<file path="src/rtl/uart_tx_arbiter.sv">
// Round-robin arbiter sharing one chu_uart slot TX FIFO among N_REQ byte streams.
// Optional idle-grant timeout: define UART_ARB_TIMEOUT_EN.
module uart_tx_arbiter #(
    parameter int          N_REQ       = 4,
    parameter logic [10:0] DVSR_INIT   = 11'd325,
    parameter int          TIMEOUT_CYC = 255
) (
    input  logic               clk,
    input  logic               reset_n,
    input  logic [N_REQ-1:0]   req_valid,
    input  logic [8*N_REQ-1:0] req_data,
    input  logic [N_REQ-1:0]   req_last,
    output logic [N_REQ-1:0]   req_ready,
    output logic [2:0]         grant_id,
    output logic               busy,
    output logic               init_done,
    output logic               uart_cs,
    output logic               uart_write,
    output logic               uart_read,
    output logic [4:0]         uart_addr,
    output logic [31:0]        uart_wr_data,
    input  logic [31:0]        uart_rd_data
);

    localparam logic [1:0] S_INIT = 2'd0;
    localparam logic [1:0] S_IDLE = 2'd1;
    localparam logic [1:0] S_SEND = 2'd2;

    logic [1:0] state_q, state_d;
    logic [2:0] rr_q, rr_d;
    logic [2:0] grant_q, grant_d;
    logic       busy_q, busy_d;
    logic       init_q, init_d;

    logic       tx_full;
    logic       g_valid;
    logic       g_last;
    logic [7:0] g_byte;
    logic       found;
    logic [2:0] pick;
    logic [2:0] next_ptr;
    logic       wr;
    logic       unused_rd;

    assign tx_full   = uart_rd_data[9];
    assign unused_rd = ^{uart_rd_data[31:10], uart_rd_data[8:0]};

    // Mux out the owner's handshake signals without a variable-width index.
    always_comb begin
        g_valid = 1'b0;
        g_last  = 1'b0;
        g_byte  = 8'h00;
        for (int i = 0; i < N_REQ; i++) begin
            if (grant_q == 3'(i)) begin
                g_valid = req_valid[i];
                g_last  = req_last[i];
                g_byte  = req_data[8*i +: 8];
            end
        end
    end

    // First requesting index at or after rr_q, wrapping at N_REQ.
    always_comb begin
        int idx;
        found = 1'b0;
        pick  = 3'd0;
        idx   = 0;
        for (int i = 0; i < N_REQ; i++) begin
            idx = int'(rr_q) + i;
            if (idx >= N_REQ) idx = idx - N_REQ;
            for (int j = 0; j < N_REQ; j++) begin
                if (!found && j == idx && req_valid[j]) begin
                    found = 1'b1;
                    pick  = 3'(j);
                end
            end
        end
    end

    assign next_ptr = (grant_q == 3'(N_REQ-1)) ? 3'd0 : grant_q + 3'd1;
    assign wr       = (state_q == S_SEND) && g_valid && !tx_full;

    always_comb begin
        uart_cs      = 1'b0;
        uart_write   = 1'b0;
        uart_addr    = 5'd0;
        uart_wr_data = 32'd0;
        req_ready    = '0;
        if (state_q == S_INIT && reset_n) begin
            uart_cs      = 1'b1;
            uart_write   = 1'b1;
            uart_addr    = 5'd1;
            uart_wr_data = {21'b0, DVSR_INIT};
        end else if (wr) begin
            uart_cs      = 1'b1;
            uart_write   = 1'b1;
            uart_addr    = 5'd2;
            uart_wr_data = {24'b0, g_byte};
            for (int i = 0; i < N_REQ; i++)
                req_ready[i] = (grant_q == 3'(i));
        end
    end

`ifdef UART_ARB_TIMEOUT_EN
    localparam int CW = $clog2(TIMEOUT_CYC + 1);
    localparam logic [CW-1:0] TO_LAST = CW'(TIMEOUT_CYC - 1);
    logic [CW-1:0] cnt_q, cnt_d;
`endif

    always_comb begin
        state_d = state_q;
        rr_d    = rr_q;
        grant_d = grant_q;
        busy_d  = busy_q;
        init_d  = init_q;
`ifdef UART_ARB_TIMEOUT_EN
        cnt_d   = cnt_q;
`endif
        unique case (state_q)
            S_INIT: begin
                state_d = S_IDLE;
                init_d  = 1'b1;
            end
            S_IDLE: begin
`ifdef UART_ARB_TIMEOUT_EN
                cnt_d = '0;
`endif
                if (found) begin
                    grant_d = pick;
                    busy_d  = 1'b1;
                    state_d = S_SEND;
                end
            end
            S_SEND: begin
                if (wr && g_last) begin
                    busy_d  = 1'b0;
                    rr_d    = next_ptr;
                    state_d = S_IDLE;
                end
`ifdef UART_ARB_TIMEOUT_EN
                // Only an absent owner counts; tx_full stalls keep valid high.
                if (wr) begin
                    cnt_d = '0;
                end else if (!g_valid) begin
                    if (cnt_q == TO_LAST) begin
                        busy_d  = 1'b0;
                        rr_d    = next_ptr;
                        state_d = S_IDLE;
                    end else begin
                        cnt_d = cnt_q + 1'b1;
                    end
                end
`endif
            end
            default: state_d = S_INIT;
        endcase
    end

    always_ff @(posedge clk or negedge reset_n) begin
        if (!reset_n) begin
            state_q <= S_INIT;
            rr_q    <= 3'd0;
            grant_q <= 3'd0;
            busy_q  <= 1'b0;
            init_q  <= 1'b0;
`ifdef UART_ARB_TIMEOUT_EN
            cnt_q   <= '0;
`endif
        end else begin
            state_q <= state_d;
            rr_q    <= rr_d;
            grant_q <= grant_d;
            busy_q  <= busy_d;
            init_q  <= init_d;
`ifdef UART_ARB_TIMEOUT_EN
            cnt_q   <= cnt_d;
`endif
        end
    end

    assign uart_read = 1'b0;
    assign grant_id  = grant_q;
    assign busy      = busy_q;
    assign init_done = init_q;

endmodule
</file>
<file path="config.mk">
export PLATFORM = sky130hd
export DESIGN_NAME = uart_tx_arbiter
export DESIGN_NICKNAME = d
export VERILOG_FILES = /design/src/rtl/uart_tx_arbiter.sv
export SDC_FILE = /design/constraint.sdc
export NUM_CORES = 1
export LEC_CHECK = 0
export BUFFER_PORTS_ARGS = -buffer_cell sky130_fd_sc_hd__buf_2
export CAP_MARGIN = 20
export CORE_MARGIN = 4
export CORE_UTILIZATION = 37
export CTS_BUF_LIST = sky130_fd_sc_hd__clkbuf_8
export DETAILED_ROUTE_END_ITERATION = 10
export GPL_TIMING_DRIVEN = 0
export HOLD_SLACK_MARGIN = 0.02
export PLACE_DENSITY_LB_ADDON = 0.08
export SYNTH_ARGS = -nofsm -noshare
export SYNTH_HDL_FRONTEND = slang
export SYNTH_SLANG_ARGS = --single-unit
</file>
<file path="constraint.sdc">
create_clock -name clk -period 5 [get_ports clk]
set_input_delay 0.25 -clock clk [delete_from_list [all_inputs] [get_ports clk]]
set_output_delay 0.25 -clock clk [all_outputs]
set_load 0.1 [all_outputs]
</file>
Word-level counts from Yosys, hierarchy flattened
Cells that the tools add are included.

Input port bits: 74. Word-level logic and storage cells: 160. Output and inout port bits: 49. Flip-flop bits (word level): 10.

Eq/ne operators: 19. Add/sub/neg operators: 8. Multiplexer cells: 62. $lt $le $gt $ge: 4. Reduce and logical (&&, ||, !) cells: 62.

Operator list (number): equality test 3 x 32 -> 1 bit (first input constant) (8); equality test 2 x 32 -> 1 bit (first input constant) (4); logical NOT 32 bit (4); two-way mux 32 bit (4); two-way mux 3 bit (15); two-way mux 8 bit (5); logical AND 1 bit (35); two-way mux 1 bit (29); logical NOT 1 bit (16); subtractor 4 x 3 -> 5 bit (second input constant) (3); >= comparator 4 x 3 -> 1 bit (second input constant) (3); two-way mux 9 bit (1); adder 3 x 2 -> 4 bit (second input constant) (2); two-way mux 2 bit (4); two-way mux 4 bit (2); equality test 3 x 2 -> 1 bit (second input constant) (2); case mux 2 bit (3 select lines) (1); AND reduction 2 bit (3); adder 3 x 1 -> 4 bit (second input constant) (1); subtractor 3 x 3 -> 4 bit (second input constant) (1); adder 3 x 1 -> 3 bit (second input constant) (1); equality test 3 x 1 -> 1 bit (second input constant) (1); >= comparator 3 bit (second input constant) (1); logical NOT 3 bit (1); other kinds (8) (8).

Logic depth before layout (Yosys ltp)
Gate-level depths: netlist of the first run.

Word-level depth: 67. Mapped depth: 8. Depth with buffers taken out: 7.

Worst setup path after synthesis of the first run
No wires, ideal clock.

Path type: register -> output. From: register grant_q[1] (netlist: grant_id[1]). To: output uart_wr_data[0]. Path buffers: 1. Setup slack: 1.338 ns. Arrival time: 3.412 ns. Stages on the path, launching flop included: 9. Data required time: 4.750 ns. Cell sequence: dfrtp_1 -> inv_1 -> ha_1 -> nor2b_1 -> clkbuf_1 -> a221oi_1 -> nor3_1 -> a21oi_1 -> o21ai_1.

Word-level cells in the longest chain between the ends: 9. Elaborated cells on any way between the ends: 16. Classes of those cells: eq/ne: 3; mux: 10; reduce/logical: 3.

Ends and longest elaborated chain: start, declared (RTL line 31) `logic [2:0] grant_q, grant_d;`; start signal, assigned (RTL line 172) `grant_q <= grant_d;`; logical NOT 3 bit (RTL line 54) `if (grant_q == 3'(i)) begin`; two-way mux 1 bit (4 in series) (RTL line 54); logical AND 1 bit (2 in series) (RTL line 81) `assign wr = (state_q == S_SEND) && g_valid && !tx_full;`; two-way mux 8 bit * (RTL line 94) `end else if (wr) begin`; two-way mux 9 bit * (RTL line 89) `if (state_q == S_INIT && reset_n) begin`; end, declared (RTL line 21) `output logic [31:0] uart_wr_data,`.

Every way passes the cells marked *; elsewhere a longest branch is shown, timed or not.

Final worst setup path of the first run
From: register grant_q[0] (netlist: grant_id[0]). To: output uart_wr_data[0].

Same word-level chain as after synthesis.

==> qor.csv, run 1 <==
stage,metric,value,unit
cts,htree depth,1,
yosys,post-synth top area share,0.212,
setup_path,CP startpoint,grant_id[0],
yosys,share of flip-flops with an asynchronous set or reset,1.00,
timing,setup TNS,0,ns
layout,filler cell count,295,
setup_path,Reg-to-Reg Start,grant_id[0],
global_routing,GRT overflow,0,
routing,vias per cell,4.38,
yosys,post-synthesis mux area share,0.0212,
yosys,Synth Flop Type,dfrtp_1,
setup_path,critical path data arrival time,2.41,ns
routing,drt total wl,3030,um
routing,initial DRC count,48,
cts,clock transition at the registers of the reported paths,0.04,ns
floorplan,Die H,61.6,um
outcome,status,"complete, no violations",
timing,period utilisation layout,0.531,
cts,CTS Buffer Depth,2,
yosys,largest family of logic cells by synthesized area,buffers and inverters,
layout,Final Util,0.570,
timing,Final Setup Violations,0,
setup_path,Crit-path slowest cell,buf_2,
global_routing,initial antenna violation count,0,
timing,RSZ-0062 raised after global routing,no,
layout,sequential cell area,200,um^2
setup_path,reg2reg end,rr_q[1],
yosys,Synth Area per Inst,7.34,um^2
yosys,adder-cell area share of the yosys netlist,0.0470,
setup_path,Worst setup SP type,flip-flop,
floorplan,Die W,61.6,um
setup_path,"CP delay by family, top",buffers and inverters,
yosys,Area contributors post-synth,"buf_4 21%, dfrtp_1 19%, nor2_1 6.7%, a221oi_1 6.6%, a21oi_1 4.7%",
yosys,XOR/XNOR Fraction of Synth Area,0,
cts,CTS tree,built,
placed_design,PortBufs,63,
yosys,synth warn,0,
placed_design,dpl hpwl,2570,um
yosys,top post-synthesis cells by count,"30 x buf_4, 19 x nor2_1, 10 x a21oi_1",
timing,Setup Skew,0.000332,ns
setup_path,type of destination of the critical path,primary output,
layout,Ant. Diodes,0,
floorplan,core area,0.00276,mm^2
routing,TritonRoute pass-1 iters,4,
setup_path,critical path class,reg -> out,
global_routing,vias in the first global route,931,
cts,Post-CTS Setup Bufs,0,
floorplan,row count,19,
yosys,area of the mapped netlist,0.00106,mm^2
setup_path,FF-to-FF setup slack,2.97,ns
yosys,Cell variety after synth,33,
yosys,Synth Area in Simple Gates,0.215,
yosys,number of synthesized flops with an enable pin,0,
timing,slew at the pin closest to its max-slew limit,0.600,ns
timing,max frequency,0.376,GHz
yosys,leading area contributor after synthesis,buf_4,
global_routing,Overall Global Routing Usage,0.143,
hold_path,hold path depth,3,
yosys,#FFs+latches synth,8,
routing,via count,1182,
floorplan,die area,0.00380,mm^2
setup_path,CP peak stage delay,0.44,ns
setup_path,CP max FO,8,
setup_path,buffers plus inverters on the worst setup path,3,
setup_path,Worst Path Required,4.75,ns
hold_path,worst hold endpoint,grant_id[1],
layout,Area Overhead vs Synth,47.6,%
hold_path,HP Class,in -> reg,
setup_path,CP cell instances,inv_1 > ha_1 > nor2b_1 > clkbuf_1 > a221oi_1 > nor3_1 > a21oi_1 > o21ai_1 > buf_2,
cts,"Clk Latency, worst-skew pair",0.22,ns
layout,area of the multi-input gates,683,um^2
floorplan,starting density of the core,0.386,
timing,min Tclk post-route,2.66,ns
cts,clk root buf,clkbuf_8,
global_routing,first-pass GRT wire length,4150,um
layout,share of layout cells above drive strength 1,0.435,
setup_path,r2r worst-path depth,7,
timing,Worst slew margin,0.590,
yosys,cells after synthesis,145,
power,Power per Cell Area,692,mW/mm^2
cts,TritonCTS buffer count,3,
power,leakage power,0.892,nW
timing,Worst Hold Margin,0.387,ns
global_routing,largest net degree at the start of global routing,11,
floorplan,Ports,123,
placed_design,gp weighted congestion,0.751,
layout,nets,319,
timing,Slew Limit Fails,0,
yosys,most numerous cell in the Yosys netlist,buf_4,
routing,post-route ant nets,0,
yosys,compound-cell area share of the yosys netlist,0.260,
yosys,register area share after synthesis,0.188,
cts,total clock sinks,8,
timing,Fin. Hold Viols,0,
hold_path,Worst Hold Launch,req_valid[2],
power,Peak VDD IR,0.645,mV
routing,# DRC,0,
flow_run,Max Cap Viol,0,
routing,WL per Instance,11.2,um
-- worst max path at each step --
stage | to | slack, ns | depth (start not counted)
after global placement | uart_write | 2.59 | 8
after detailed placement | uart_wr_data[0] | 2.55 | 9
final | uart_wr_data[0] | 2.34 | 9
after CTS | uart_wr_data[0] | 2.31 | 9
after floorplan | uart_wr_data[0] | 1.34 | 8
after global routing | uart_wr_data[0] | 2.12 | 9
-- placed cells by master, fill, tap and decap left out --
cell / count
nor3_1: 9
nand3_1: 1
clkbuf_8: 3
dfrtp_1: 8
or2_2: 1
and2_1: 3
dlygate4sd3_1: 1
nand2_1: 4
o21a_1: 1
a2111oi_0: 1
o21ai_1: 5
a221oi_1: 8
ha_1: 4
a32oi_1: 1
a211oi_1: 1
a31oi_1: 1
buf_4: 30
nor2b_1: 5
conb_1: 28
nor3b_1: 1
o311ai_2: 1
o21ai_0: 5
nor2_1: 19
inv_1: 7
o211ai_1: 1
mux2_1: 2
a211oi_4: 1
and3_1: 1
o22a_1: 1
clkbuf_1: 3
a21oi_1: 10
a22oi_1: 2
nor3_2: 1
nand2b_1: 2
buf_2: 67
-- per-stage QoR --
step                total power [mW]  cell area, um^2  cells  setup slack (ns)
finish                          1.09             1570    270              2.34
global route                    1.17             1570    270              2.12
CTS                             1.09             1570    270              2.31
detailed placement              1.01             1520    266              2.55
global placement                1.01             1520    266              2.59
floorplan                      0.878             1170    172              1.34
-- worst min-delay path: stages --
cell and delay [ns]:
buf_2 0.13, o21ai_0 0.10, a22oi_1 0.07
-- per-layer routing --
metal,GRT usage,share of wire
met4,0.0394,0.0083
met3,0.0294,0.10
met5,0,0
met1,0.198,0.39
met2,0.224,0.50
-- sequential cells by signal (all words and copies together) (netlist names) --
signal / flops
busy: 1
init_done: 1
rr_q: 2
state_q: 2
grant_id: 2
-- cell type report --
cell class,count,share of cell area
Multi-Input combinational cell,120,0.435
Timing Repair Buffer,64,0.207
Buffer,37,0.163
Sequential cell,8,0.127
Clock buffer,3,0.0263
Tap cell,31,0.0247
Inverter,7,0.0167
-- cell families (layout without fill, tap and decap cells) --
family	Yosys count	after routing
AO/OA/AOI/OAI	39	39
other	1	28
buffers and inverters	44	111
multiplexers	2	2
adder cells (fa/ha/maj)	4	4
AND/OR/NAND/NOR	47	47
flip-flops	8	8
-- power by group --
group	switching, mW	leakage, nW	total (mW)	internal (mW)
combinational	0.674	0.780	0.886	0.212
sequential	0.0339	0.0905	0.126	0.0925
clock	0.0235	0.0216	0.0755	0.0520
total	0.731	0.892	1.09	0.357
-- timing repair --
item | in CTS | in global routing
gates resized for setup | 0 | 0
endpoints found under the hold margin | 8 | 0
hold buffers | 1 | 0
No activity file was read; power rests on OpenSTA's default activity.
==> run 2, diff against run 1 <==
--- a/config.mk
+++ b/config.mk
@@ -8,7 +8,7 @@
 export BUFFER_PORTS_ARGS = -buffer_cell sky130_fd_sc_hd__buf_2
 export CAP_MARGIN = 20
 export CORE_MARGIN = 4
-export CORE_UTILIZATION = 37
+export CORE_UTILIZATION = 35
 export CTS_BUF_LIST = sky130_fd_sc_hd__clkbuf_8
 export DETAILED_ROUTE_END_ITERATION = 10
 export GPL_TIMING_DRIVEN = 0
==> constraint.sdc (replaced) <==
create_clock -name clk -period 2.68 [get_ports clk]
set_input_delay 0.134 -clock clk [delete_from_list [all_inputs] [get_ports clk]]
set_output_delay 0.134 -clock clk [all_outputs]
set_load 0.1 [all_outputs]
==> run 2 against run 1 <==
Effect of this change:
- setup slack worse by 2.1 ns
- worst hold slack got worse by 0.13 ns
- sequential cell count unchanged
- sequential power grew 90%
- combinational power rose by 92%
- largest power group unchanged
==> qor.csv, run 2 (same netlist as run 1, synthesis figures left out) <==
stage,metric,value,unit,change
setup_path,CP cell instances,ha_1 > nor2b_1 > nor3_2 > o311ai_2 > clkbuf_2 > nand2_2 > buf_4 > buf_2,,
setup_path,"CP delay by family, top",buffers and inverters,,
layout,"commonest non-fill, non-tap cell in the layout",buf_2,,
placed_design,gp weighted congestion,0.792,,+5.5%
cts,clk root buf,clkbuf_8,,
timing,Final Worst Setup Slack,0.202,ns,-2.14 ns
global_routing,initial antenna violation count,0,,unchanged
setup_path,CP peak stage delay,0.43,ns,about the same
floorplan,Die H,63.2,um,+2.4%
cts,htree depth,1,,unchanged
hold_path,HP Class,in -> reg,,
floorplan,die area,0.00399,mm^2,+5.0%
hold_path,hold path depth,3,,unchanged
cts,CTS Buffer Depth,2,,unchanged
flow_run,Max Cap Viol,0,,unchanged
setup_path,critical path data arrival time,2.34,ns,-0.07 ns
power,total power,2.09,mW,+92%
timing,max frequency,0.404,GHz,
timing,Fin. Hold Viols,0,,unchanged
placed_design,DP Worst Slack,0.300,ns,-2.25 ns
setup_path,r2r worst-path depth,7,,unchanged
setup_path,type of destination of the critical path,primary output,,
floorplan,Ports,123,,unchanged
timing,slew at the pin closest to its max-slew limit,0.575,ns,-0.0245 ns
setup_path,FF-to-FF setup slack,0.62,ns,-2.35 ns
setup_path,Worst setup SP type,flip-flop,,
global_routing,Overall Global Routing Usage,0.152,,+0.00916
timing,Final Setup Violations,0,,unchanged
timing,Slew Limit Fails,0,,unchanged
layout,Final Util,0.567,,-0.00331
layout,share of layout cells above drive strength 1,0.471,,+0.0357
routing,# DRC,0,,unchanged
cts,clock transition at the registers of the reported paths,0.05,ns,about the same
global_routing,GRT overflow,0,,unchanged
global_routing,first-pass GRT wire length,5020,um,+21%
floorplan,starting density of the core,0.376,,-0.00973
global_routing,largest net degree at the start of global routing,11,,unchanged
routing,vias per cell,4.63,,+5.7%
cts,TritonCTS buffer count,3,,unchanged
setup_path,buffers plus inverters on the worst setup path,3,,unchanged
hold_path,worst hold endpoint,grant_id[0],,
routing,post-route ant nets,0,,unchanged
timing,period utilisation layout,0.924,,
placed_design,placed cells,266,,unchanged
setup_path,critical path class,reg -> out,,
timing,Worst Hold Margin,0.256,ns,-0.131 ns
power,Power per Cell Area,1300,mW/mm^2,+88%
outcome,status,"complete, no violations",,
routing,TritonRoute pass-1 iters,4,,unchanged
timing,Worst slew margin,0.607,,+0.0168
layout,most frequent cells in the layout,"64 x buf_2, 30 x buf_4, 28 x conb_1",,
placed_design,PortBufs,63,,unchanged
routing,initial DRC count,56,,+17%
timing,Setup Skew,0.00705,ns,+0.00672 ns
floorplan,core area,0.00283,mm^2,+2.6%
cts,"Clk Latency, worst-skew pair",0.23,ns,about the same
timing,RSZ-0062 raised after global routing,no,,
setup_path,Worst Path Required,2.55,ns,-2.20 ns
placed_design,dpl hpwl,2650,um,+3.1%
hold_path,Worst Hold Launch,req_valid[1],,
timing,min Tclk post-route,2.48,ns,
layout,fin cells,271,,+0.37%
global_routing,vias in the first global route,1093,,+17%
setup_path,CP max FO,10,,+2
routing,via count,1254,,+6.1%
setup_path,Crit-path slowest cell,dfrtp_2,,
layout,Ant. Diodes,0,,unchanged
setup_path,reg2reg end,rr_q[1],,
setup_path,Reg-to-Reg Start,grant_id[0],,
layout,nets,319,,unchanged
floorplan,row count,19,,unchanged
cts,total clock sinks,8,,unchanged
power,Peak VDD IR,0.567,mV,-12%
floorplan,Die W,63.2,um,+2.4%
routing,drt total wl,3150,um,+3.9%
routing,WL per Instance,11.6,um,+3.5%
cts,CTS tree,built,,
layout,Area Overhead vs Synth,50.5,%,
power,leakage power,0.904,nW,+1.3%
## run 2: how the worst max path moves through the flow
stage	startpoint	cells after the start	endpoint	slack, ns
after floorplan	grant_id[0]	6	uart_wr_data[1]	-0.45
after global placement	grant_id[0]	8	uart_write	0.35
after detailed placement	grant_id[0]	8	uart_write	0.30
after CTS	grant_id[0]	8	uart_write	0.05
after global routing	grant_id[0]	9	uart_wr_data[4]	0.003
final	grant_id[0]	8	uart_write	0.20
## run 2: layer usage
metal,track usage,share of wire
met5,0,0
met4,0.0165,0.0038
met1,0.195,0.41
met2,0.258,0.48
met3,0.0444,0.10
## run 2: timing repair
item,in CTS,in global routing
setup endpoints to repair,0,5
hold buffers,1,0
endpoints found under the hold margin,8,0
buffers inserted,0,0
gates resized for setup,0,5
## run 2: tightest hold or removal path: stages
cell and delay (ns):
buf_2 0.13, o211ai_1 0.09, a22oi_1 0.09
## run 2: power breakdown
group          internal [mW]  switching, mW  total, mW  leakage (nW)
Combinational          0.412           1.28       1.70         0.789
Sequential             0.176         0.0634      0.239        0.0886
Clock                 0.0995         0.0513      0.151        0.0269
## run 2: area by class of cell
| class | instances | area (um^2) |
|---|---|---|
| buffer | 37 | 258 |
| clock buffer | 3 | 41.3 |
| clock inverter | 1 | 3.75 |
| fill | 293 | 1230 |
| inverter | 7 | 26.3 |
| multi-input combinational | 120 | 699 |
| sequential | 8 | 203 |
| tap | 31 | 38.8 |
| timing repair buffer | 64 | 333 |
## run 2: metrics by stage
stage	cell area, um^2	setup TNS (ns)
global placement	1540	0
detailed placement	1540	0
global route	1600	0
floorplan	1180	-3.17
finish	1600	0
CTS	1590	0
==> run 3, diff against run 2 <==
--- a/config.mk
+++ b/config.mk
@@ -13,7 +13,8 @@
 export DETAILED_ROUTE_END_ITERATION = 10
 export GPL_TIMING_DRIVEN = 0
 export HOLD_SLACK_MARGIN = 0.02
-export PLACE_DENSITY_LB_ADDON = 0.08
+export PLACE_DENSITY = 0.83
+export RECOVER_POWER = 25
 export SYNTH_ARGS = -nofsm -noshare
 export SYNTH_HDL_FRONTEND = slang
 export SYNTH_SLANG_ARGS = --single-unit
==> run 3 against run 2 <==
Effect of this change:
- sequential power is 2% lower
- core utilization is 0.18 points higher
- total power is 0.23% higher
- die area stayed put
- critical path depth unchanged
- global-route usage is 0.78 points higher
- final cell count stayed put
- setup slack gained 0.028 ns
- largest cell class unchanged
- maximum frequency up 1.2%
==> qor.csv, run 3 (same netlist as run 1, synthesis figures left out) <==
stage,metric,value,unit,change
outcome,status,"complete, no violations",,
setup_path,critical path data arrival time,2.32,ns,-0.02 ns
cts,"Clk Latency, worst-skew pair",0.24,ns,about the same
cts,CTS tree,built,,
power,switch share,0.670,,about the same
layout,most frequent cells in the layout,"61 x buf_2, 30 x buf_4, 28 x conb_1",,
timing,Worst slew margin,0.595,,-0.0119
floorplan,Ports,123,,unchanged
cts,clk root buf,clkbuf_8,,
routing,drt total wl,3260,um,+3.6%
timing,RSZ-0062 raised after global routing,no,,
power,Peak VDD IR,0.717,mV,+26%
routing,metal3 WL,301,um,-8.5%
cts,clock transition at the registers of the reported paths,0.04,ns,about the same
setup_path,CP max FO,10,,unchanged
setup_path,Setup crit end,uart_write,,
routing,M1 wire length,1260,um,-1.3%
timing,Final Worst Setup Slack,0.231,ns,+0.0283 ns
power,Power per Cell Area,1300,mW/mm^2,about the same
floorplan,row count,19,,unchanged
timing,period utilisation layout,0.914,,-0.0106
timing,Worst Hold Margin,0.252,ns,-0.00424 ns
timing,Setup Skew,0.00147,ns,-0.00558 ns
global_routing,first-pass GRT wire length,5130,um,+2.2%
setup_path,Crit-path slowest cell,dfrtp_2,,
flow_run,Max Cap Viol,0,,unchanged
setup_path,type of destination of the critical path,primary output,,
placed_design,Area after DPL,0.00154,mm^2,unchanged
timing,slew at the pin closest to its max-slew limit,0.593,ns,+0.0175 ns
layout,area of the multi-input gates,699,um^2,unchanged
floorplan,starting density of the core,0.376,,unchanged
timing,min Tclk post-route,2.45,ns,-0.0283 ns
cts,total clock sinks,8,,unchanged
placed_design,PortBufs,63,,unchanged
setup_path,CP cell instances,ha_1 > nor2b_1 > nor3_2 > o311ai_2 > clkbuf_2 > nand2_2 > buf_4 > buf_2,,
layout,Area Overhead vs Synth,51.0,%,
setup_path,buffers plus inverters on the worst setup path,3,,unchanged
global_routing,largest net degree at the start of global routing,11,,unchanged
routing,WL per Instance,12.0,um,+3.6%
routing,TritonRoute pass-1 iters,4,,unchanged
cts,CTS Buffer Depth,2,,unchanged
setup_path,r2r worst-path depth,7,,unchanged
layout,nets,319,,unchanged
hold_path,HP Class,in -> reg,,
setup_path,FF-to-FF setup slack,0.63,ns,about the same
setup_path,Reg-to-Reg Start,grant_id[0],,
power,sequential share of power,0.112,,-0.003
cts,TritonCTS buffer count,3,,unchanged
global_routing,GRT overflow,0,,unchanged
routing,post-route ant nets,0,,unchanged
power,leakage power,0.903,nW,about the same
routing,# DRC,0,,unchanged
setup_path,reg2reg end,rr_q[0],,
layout,filler cell count,270,,-7.8%
cts,htree depth,1,,unchanged
setup_path,"CP delay by family, top",buffers and inverters,,
global_routing,Overall Global Routing Usage,0.160,,+0.00780
setup_path,Worst setup SP type,flip-flop,,
setup_path,CP peak stage delay,0.43,ns,about the same
placed_design,dpl hpwl,2650,um,+0.23%
setup_path,CP startpoint,grant_id[0],,
timing,max frequency,0.408,GHz,+1.2%
hold_path,Worst Hold Launch,req_valid[2],,
floorplan,core area,0.00283,mm^2,unchanged
routing,initial DRC count,58,,+3.6%
setup_path,Worst Path Required,2.55,ns,about the same
timing,Final Setup Violations,0,,unchanged
placed_design,gp weighted congestion,0.801,,+1.2%
layout,sequential cell area,203,um^2,unchanged
timing,Fin. Hold Viols,0,,unchanged
global_routing,initial antenna violation count,0,,unchanged
layout,"commonest non-fill, non-tap cell in the layout",buf_2,,
power,P_int,0.691,mW,+0.43%
layout,fin area,0.00161,mm^2,+0.31%
power,NetSw,1.40,mW,+0.13%
power,total power,2.09,mW,+0.23%
layout,share of layout cells above drive strength 1,0.471,,unchanged
timing,Slew Limit Fails,0,,unchanged
routing,via count,1255,,+0.080%
global_routing,vias in the first global route,1090,,-0.27%
floorplan,Die W,63.2,um,unchanged
floorplan,Die H,63.2,um,unchanged
setup_path,Crit path depth,8,,unchanged
placed_design,DP Worst Slack,0.312,ns,+0.0126 ns
routing,vias per cell,4.63,,about the same
floorplan,die area,0.00399,mm^2,unchanged
routing,top layer in use,met4,,
timing,setup TNS,0,ns,unchanged
cts,Post-CTS Setup Bufs,0,,unchanged
routing,WL met2,1630,um,+7.0%
setup_path,critical path class,reg -> out,,
power,Clock power frac,0.074,,+0.002
layout,Ant. Diodes,0,,unchanged
power,Comb power frac,0.813,,about the same
## run 3: metal layers
metal | vias up | GRT usage
li1 | 641 | -
met1 | 542 | 0.204
met2 | 63 | 0.256
met3 | 9 | 0.0497
met4 | 0 | 0.0496
met5 | - | 0
## run 3: stage by stage
| step | instances | util |
|---|---|---|
| finish | 271 | 0.568 |
| global route | 271 | 0.568 |
| CTS | 271 | 0.563 |
| detailed placement | 266 | 0.544 |
| global placement | 266 | 0.544 |
| floorplan | 172 | - |
## run 3: layout make-up
class | instances | share of cell area
tap | 31 | 0.0241
sequential | 8 | 0.126
multi-input combinational | 120 | 0.435
clock buffer | 3 | 0.0257
timing repair buffer | 64 | 0.209
inverter | 7 | 0.0163
buffer | 37 | 0.161
clock inverter | 1 | 0.00233
## run 3: what timing repair did
item | 4_1_cts | 5_1_grt
gates resized for setup | 0 | 9
hold buffers | 1 | 0
endpoints found under the setup margin | 0 | 7
endpoints found under the hold margin | 8 | 0
## run 3: worst min path at each step
stage / cells past startpoint / slack [ns] / end
4_1_cts: 3 / 0.25 / grant_id[1]
2_1_floorplan: 0 / -0.16 / busy
5_1_grt: 3 / 0.27 / grant_id[1]
3_3_place_gp: 1 / -0.009 / busy
6_report: 3 / 0.25 / grant_id[1]
3_5_place_dp: 1 / -0.006 / rr_q[1]
## run 3: worst reg2reg max path: stages, from the launching register on
cell and delay, ns:
dfrtp_2 0.40, inv_1 0.09, ha_1 0.23, inv_1 0.08, buf_2 0.24, a31oi_1 0.16
a211oi_4 0.38, mux2_1 0.35
## run 3: power groups by stage
stage	Combinational, mW	Clock [mW]	Sequential, mW
after CTS	1.69	0.160	0.234
after detailed placement	1.68	0	0.237
after floorplan	1.28	0	0.382
after global placement	1.67	0	0.233
final	1.70	0.156	0.234
after global routing	1.83	0.168	0.246
